### src/rtl/countdown_pkg.sv
// Shared types and constants for the countdown timer.
// Holds the FSM state encoding and the default count width.
package countdown_pkg;

  typedef enum logic [1:0] {
    CD_IDLE    = 2'd0,
    CD_RUN     = 2'd1,
    CD_EXPIRED = 2'd2
  } cd_state_t;

  localparam int CD_WIDTH_DEFAULT = 4;

endpackage

### src/rtl/countdown_timer.sv
// Loadable down-counter with a one-cycle done pulse on expiry and optional auto-reload.
// All outputs are registered; the only asynchronous path is the active-low reset.
module countdown_timer
  import countdown_pkg::*;
#(
  parameter int WIDTH = CD_WIDTH_DEFAULT
) (
  input  logic             clk,
  input  logic             reset,
  input  logic             enable,
  input  logic             load,
  input  logic [WIDTH-1:0] load_value,
  input  logic             auto_reload,
  output logic [WIDTH-1:0] count,
  output logic             done,
  output logic             busy,
  output logic             expired
);

  localparam logic [WIDTH-1:0] W_ZERO = '0;
  localparam logic [WIDTH-1:0] W_ONE  = {{(WIDTH-1){1'b0}}, 1'b1};

  cd_state_t        r_state;
  logic [WIDTH-1:0] r_count;
  logic [WIDTH-1:0] r_reload;
  logic             r_done;
  logic             r_busy;
  logic             r_expired;

  cd_state_t        w_state_next;
  logic [WIDTH-1:0] w_count_next;
  logic [WIDTH-1:0] w_reload_next;
  logic             w_done_next;
  logic             w_expired_next;

  always_comb begin
    w_state_next   = r_state;
    w_count_next   = r_count;
    w_reload_next  = r_reload;
    w_done_next    = 1'b0;
    w_expired_next = r_expired;

    if (load) begin
      // Load beats a simultaneous terminal decrement, so no done pulse here.
      w_reload_next  = load_value;
      w_count_next   = load_value;
      w_expired_next = 1'b0;
      w_state_next   = (load_value != W_ZERO) ? CD_RUN : CD_IDLE;
    end else begin
      case (r_state)
        CD_RUN: begin
          if (enable) begin
            if (r_count > W_ONE) begin
              w_count_next = r_count - W_ONE;
            end else if (r_count == W_ONE) begin
              w_done_next = 1'b1;
              if (auto_reload) begin
                w_count_next = r_reload;
              end else begin
                w_count_next   = W_ZERO;
                w_expired_next = 1'b1;
                w_state_next   = CD_EXPIRED;
              end
            end else begin
              // Unreachable zero count while running: park safely.
              w_state_next = CD_IDLE;
            end
          end
        end
        CD_EXPIRED: begin
          w_count_next = W_ZERO;
        end
        default: begin
          w_state_next = r_state;
        end
      endcase
    end
  end

  always_ff @(posedge clk or negedge reset) begin
    if (!reset) begin
      r_state   <= CD_IDLE;
      r_count   <= '0;
      r_reload  <= '0;
      r_done    <= 1'b0;
      r_busy    <= 1'b0;
      r_expired <= 1'b0;
    end else begin
      r_state   <= w_state_next;
      r_count   <= w_count_next;
      r_reload  <= w_reload_next;
      r_done    <= w_done_next;
      r_busy    <= (w_state_next == CD_RUN);
      r_expired <= w_expired_next;
    end
  end

  assign count   = r_count;
  assign done    = r_done;
  assign busy    = r_busy;
  assign expired = r_expired;

endmodule

### config.mk
export PLATFORM = sky130hd
export DESIGN_NAME = countdown_timer
export DESIGN_NICKNAME = d
export VERILOG_FILES = /design/src/rtl/countdown_pkg.sv /design/src/rtl/countdown_timer.sv
export SDC_FILE = /design/constraint.sdc
export NUM_CORES = 1
export LEC_CHECK = 0
export BUFFER_PORTS_ARGS = -buffer_cell sky130_fd_sc_hd__buf_2
export CAP_MARGIN = 20
export CELL_PAD_IN_SITES_DETAIL_PLACEMENT = 0
export CELL_PAD_IN_SITES_GLOBAL_PLACEMENT = 2
export CORE_UTILIZATION = 32
export DETAILED_ROUTE_END_ITERATION = 6
export GPL_TIMING_DRIVEN = 0
export PLACE_DENSITY = 0.78
export SYNTH_ARGS = -nofsm -noshare
export SYNTH_HDL_FRONTEND = slang
export SYNTH_SLANG_ARGS = --single-unit
### constraint.sdc
create_clock -name clk -period 5.4 [get_ports clk]
set_input_delay 0.81 -clock clk [delete_from_list [all_inputs] [get_ports clk]]
set_output_delay 0.81 -clock clk [all_outputs]
set_load 0.005 [all_outputs]
# Word level (Yosys, flattened, before mapping)
# Index checks and enable logic that the tools add are counted.
# W data, S select, Z words.
[classes]
eq_ne = 8
shifts = 0
mul = 0
n_lt_le_gt_ge = 1
mux = 24
div = 0
n_bitwise = 0
addsub = 1
n_reduce_logical = 7
[op_table]
columns = ["op", "n"]
rows = [
  ["$mux W4", 5],
  ["$mux W1", 12],
  ["$mux W2", 6],
  ["$pmux W4 S2", 1],
  ["$reduce_bool A2 Y1", 3],
  ["$reduce_and A5 Y1", 1],
  ["$eq A2 B1 Y1 const B", 2],
  ["$eq A4 B1 Y1 const B", 1],
  ["$gt A4 B1 Y1 const B", 1],
  ["$ne A2 B2 Y1 const B", 2],
  ["$ne A4 B4 Y1 const B", 1],
  ["$reduce_bool A4 Y1", 1],
  ["$sub A4 B1 Y4 const B", 1],
  ["$ne A3 B3 Y1 const B", 1],
  ["$reduce_and A3 Y1", 1],
  ["$reduce_bool A3 Y1", 1],
  ["$eq A2 B2 Y1 const B", 1],
]
[totals]
reg_bits = 13
latch_bits = 0
rom_bits = 0
memories = 0
ramBits = 0

# Logic depth before layout (Yosys ltp)
[logic_depth]
ltp_word = 7
ltp_mapped = 6
depth_no_buf = 6

# Worst setup path after synthesis
# No wires, ideal clock.
[synth_timing]
path_kind = "register to register"
startpoint = "register r_count[1], in the netlist count[1]"
endpoint = "register r_busy, in the netlist busy"
setup_time_ps = 119
stages_incl_launch_ff = 7
path_slack_ps = 3646
required_ps = 5281
arrival_time_ps = 1635
cell_sequence = "dfrtp_1 -> inv_1 -> ha_1 -> or3b_4 -> or3_1 -> a21oi_2 -> nor2b_1"
[synth_via]
elab_chain_len = 7
elab_cells_between_ends = 8
[synth_rtl]
columns = ["element", "line", "source"]
rows = [
  ["from (decl)", "countdown_timer.sv:24", "logic [WIDTH-1:0] r_count;"],
  ["from (signal assigned)", "countdown_timer.sv:90", "r_count <= w_count_next;"],
  ["parallel branches: the longest is 2 deep, another holds $gt A4 B1 Y1", "-", ""],
  ["$mux W2 (*)", "countdown_timer.sv:53", "if (r_count > W_ONE) begin"],
  ["$mux W2 (*)", "countdown_timer.sv:52", "if (enable) begin"],
  ["$mux W2 (*)", "countdown_timer.sv:50", "case (r_state)"],
  ["$mux W2 (*)", "countdown_timer.sv:43", "if (load) begin"],
  ["via w_state_next[1]", "countdown_timer.sv:30", "cd_state_t w_state_next;"],
  ["$eq A2 B1 Y1 (*)", "countdown_timer.sv:93", "r_busy <= (w_state_next == CD_RUN);"],
  ["to (signal assigned)", "countdown_timer.sv:93", ""],
  ["to (decl)", "countdown_timer.sv:27", "logic r_busy;"],
]
# Mark *: on every way through the listed nets, which the timed path passes.
# A chain may end at the register's enable or synchronous reset.

# Final worst setup path
# Ends and elaborated chain as after synthesis.

==> impl_results.md <==
* Status: complete, no violations
* Final Max Slew Viols at 0
* Post-synth EDFFs at 0
* Die height at 48.7 um
* Top delay family on crit path: simple AND/OR/NAND/NOR gates
* I/O pin cnt at 16
* Clk sink count at 13
* Gr busiest metal: met2
* Dpl cells at 118
* Max incr delay on CP at 0.43 ns
* Num CTS Buffers at 3
* Leak at 0.393 nW
* Arr. time, crit path at 2.09 ns
* Routability cong. at 0.775
* First-pass GRT wire length at 2690 um
* # rows at 16
* Synth Flop Type: dfrtp_1
* Worst setup EP type: flop
* Ant diodes at 0
* Die width at 48.7 um
* Met2 usage at 0.220
* Cell breakdown of the critical path: inv_1, ha_1, or3b_4, or3_1, a21oi_2, nor2b_1
* Initial Utilization at 0.349
* Syn_area_per_cell at 9.19 um^2
* Asr flop ratio synth at 1.00
* Post-detail-place hpwl at 1200 um
* Cells after synthesis at 76
* Vias in the first global route at 564
* Cell variety after synth at 30
* Worst min-delay path class: in2async
* Met3 usage at 0.0189
* Detailed-route wire length at 1510 um
* Setup Viol. Count Final at 0
* Clock Skew at 0.00140 ns
* CTS clk-pin slew, worst paths at 0.08 ns
* Share of the synthesized area in the top cell type at 0.466
* Mapped cell area at 698 um^2
* Total setup buffers inserted after CTS at 0
* Hold buffers post-CTS at 0
* First DRT Iteration DRCs at 23
* Core area at 2000 um^2
* Period minus WS final at 1.92 ns
* DR vias at 612
* Synthesis-to-finish area growth at 19.4%
* Detailed Routing Iterations Pass 1 at 4
* Hold Worst Slack at 0.399 ns
* # port buffers at 15
* Slowest-stage cell, CP: dfrtp_1
* R2r endpoint: busy$_DFF_PN0_
* Overflow after GRT at 0
* CP Launch Type: flop
* Share of layout cells above drive strength 1 at 0.242
* CTS tree: built
* Fin crit share at 0.355
* Root Driver: clkbuf_4
* Max_cap viols at 0
* Flop-to-flop setup slack at 3.48 ns
* Finished Layout Cells at 122
* Setup TNS at 0 ns
* Final Hold Viols at 0
* Slew @ Worst Pin at 0.666 ns
* Critical path data required time at 5.57 ns
* Max Clock Freq at 0.522 GHz
* DRC at 0
* Routed len/inst at 12.4 um
* Net count, final at 107
* Synthesized flop and latch total at 13
* Total number of yosys warnings at 0
* Antenna Violating Nets Remaining at 0
* Clk buf depth at 2
* Power Total at 0.289 mW
* R2R cell count at 6
* H-tree depth at 1
* Sequential share of the synthesized area at 0.466
* Largest net degree at the start of global routing at 14
* Crit Path Max Fanout at 6
* Reg2Reg Launch Point: count[1]$_DFFE_PN0P_
* GRT Overall Usage at 0.150
* Clk Latency, worst-skew pair at 0.28 ns
* Vias/cell at 5.02
* Pwr dens at 347 nW/um^2
* Post-CTS Resized at 0
* Most common cell in the synthesized netlist: dfrtp_1
* Dominant cell type by area after synthesis: dfrtp_1
* Synth area leaders: dfrtp_1, inv_1, o21ai_0
* Critical path class: reg2reg
* Final core occ at 0.416
* RSZ-0062 raised after global routing: false
* Initial antenna violation count at 0
* Synthesized net count at 87
* Crit path buf inv count at 1
* Worst VDD drop at 0.125 mV
* Grt met1 use at 0.217
* Die area at 2370 um^2
* Worst slew margin at 0.556
* Top post-synthesis cells by count: dfrtp_1, inv_1, nand2_1
==> report_power, final <==
| group | total, mW | switching, mW | internal, mW | leakage [nW] |
|---|---|---|---|---|
| clock network | 0.0607 | 0.0320 | 0.0287 | 0.0150 |
| logic | 0.103 | 0.0553 | 0.0474 | 0.218 |
| registers | 0.126 | 0.0145 | 0.111 | 0.160 |
==> registers in the layout, summed over array words and instances, names as in the netlist <==
register,flops
r_reload,4
expired,1
r_state,2
busy,1
count,4
done,1
==> cell usage in the layout, fill, tap and decap left out, types with 2 or more instances in the layout <==
master    count
buf_2        16
dfrtp_1      13
inv_1        10
nand2_1       8
nor2_1        6
o21ai_0       6
nor4_1        4
a31oi_1       4
clkbuf_4      3
a21oi_1       2
ha_1          2
==> metrics by stage <==
| stage | cell area, um^2 | setup slack [ns] |
|---|---|---|
| 2_1_floorplan | 698 | 3.65 |
| 6_report | 833 | 3.48 |
| 4_1_cts | 833 | 3.48 |
| 3_5_place_dp | 807 | 3.40 |
| 3_3_place_gp | 807 | 3.39 |
| 5_1_grt | 833 | 3.32 |
==> logic make-up after synthesis <==
family                   Yosys count  share of synthesized area
AO/OA/AOI/OAI                     22                      0.215
XOR/XNOR                           1                     0.0125
flip-flops                        13                      0.466
adder cells (fa/ha/maj)            2                     0.0358
AND/OR/NAND/NOR                   26                      0.194
buffers and inverters             12                     0.0771
==> worst reg2reg max path, delay by kind of cell (launching register included) <==
kind            cells  cell delay, ns
compound gates      1            0.19
flops               1            0.43
fa+ha+maj           1            0.25
simple gates        3            0.85
buf+inv             1            0.09
==> per-layer routing <==
metal  vias to the layer above  share of wire
li1                        310              -
met1                       279           0.50
met2                        18           0.43
met3                         5          0.048
met4                         0          0.024
met5                         -              0
==> area by class of cell <==
type,count,area [um^2]
Buffer,2,16.3
Fill cell,224,1170
Timing Repair Buffer,15,75.1
Clock buffer,4,26.3
Multi-Input combinational cell,51,319
Tap cell,27,33.8
Sequential cell,13,325
Inverter,10,37.5
==> how the worst max path moves through the flow <==
stage / startpoint / endpoint / slack, ns / depth (start not counted)
after global placement: enable / count[3]$_DFFE_PN0P_ / 3.39 / 5
after global routing: count[0]$_DFFE_PN0P_ / count[3]$_DFFE_PN0P_ / 3.32 / 6
after detailed placement: enable / count[3]$_DFFE_PN0P_ / 3.40 / 5
final: count[1]$_DFFE_PN0P_ / busy$_DFF_PN0_ / 3.48 / 6
after floorplan: count[1]$_DFFE_PN0P_ / busy$_DFF_PN0_ / 3.65 / 6
after CTS: count[1]$_DFFE_PN0P_ / busy$_DFF_PN0_ / 3.48 / 6
Note: power is estimated with default switching activity, not from simulation.
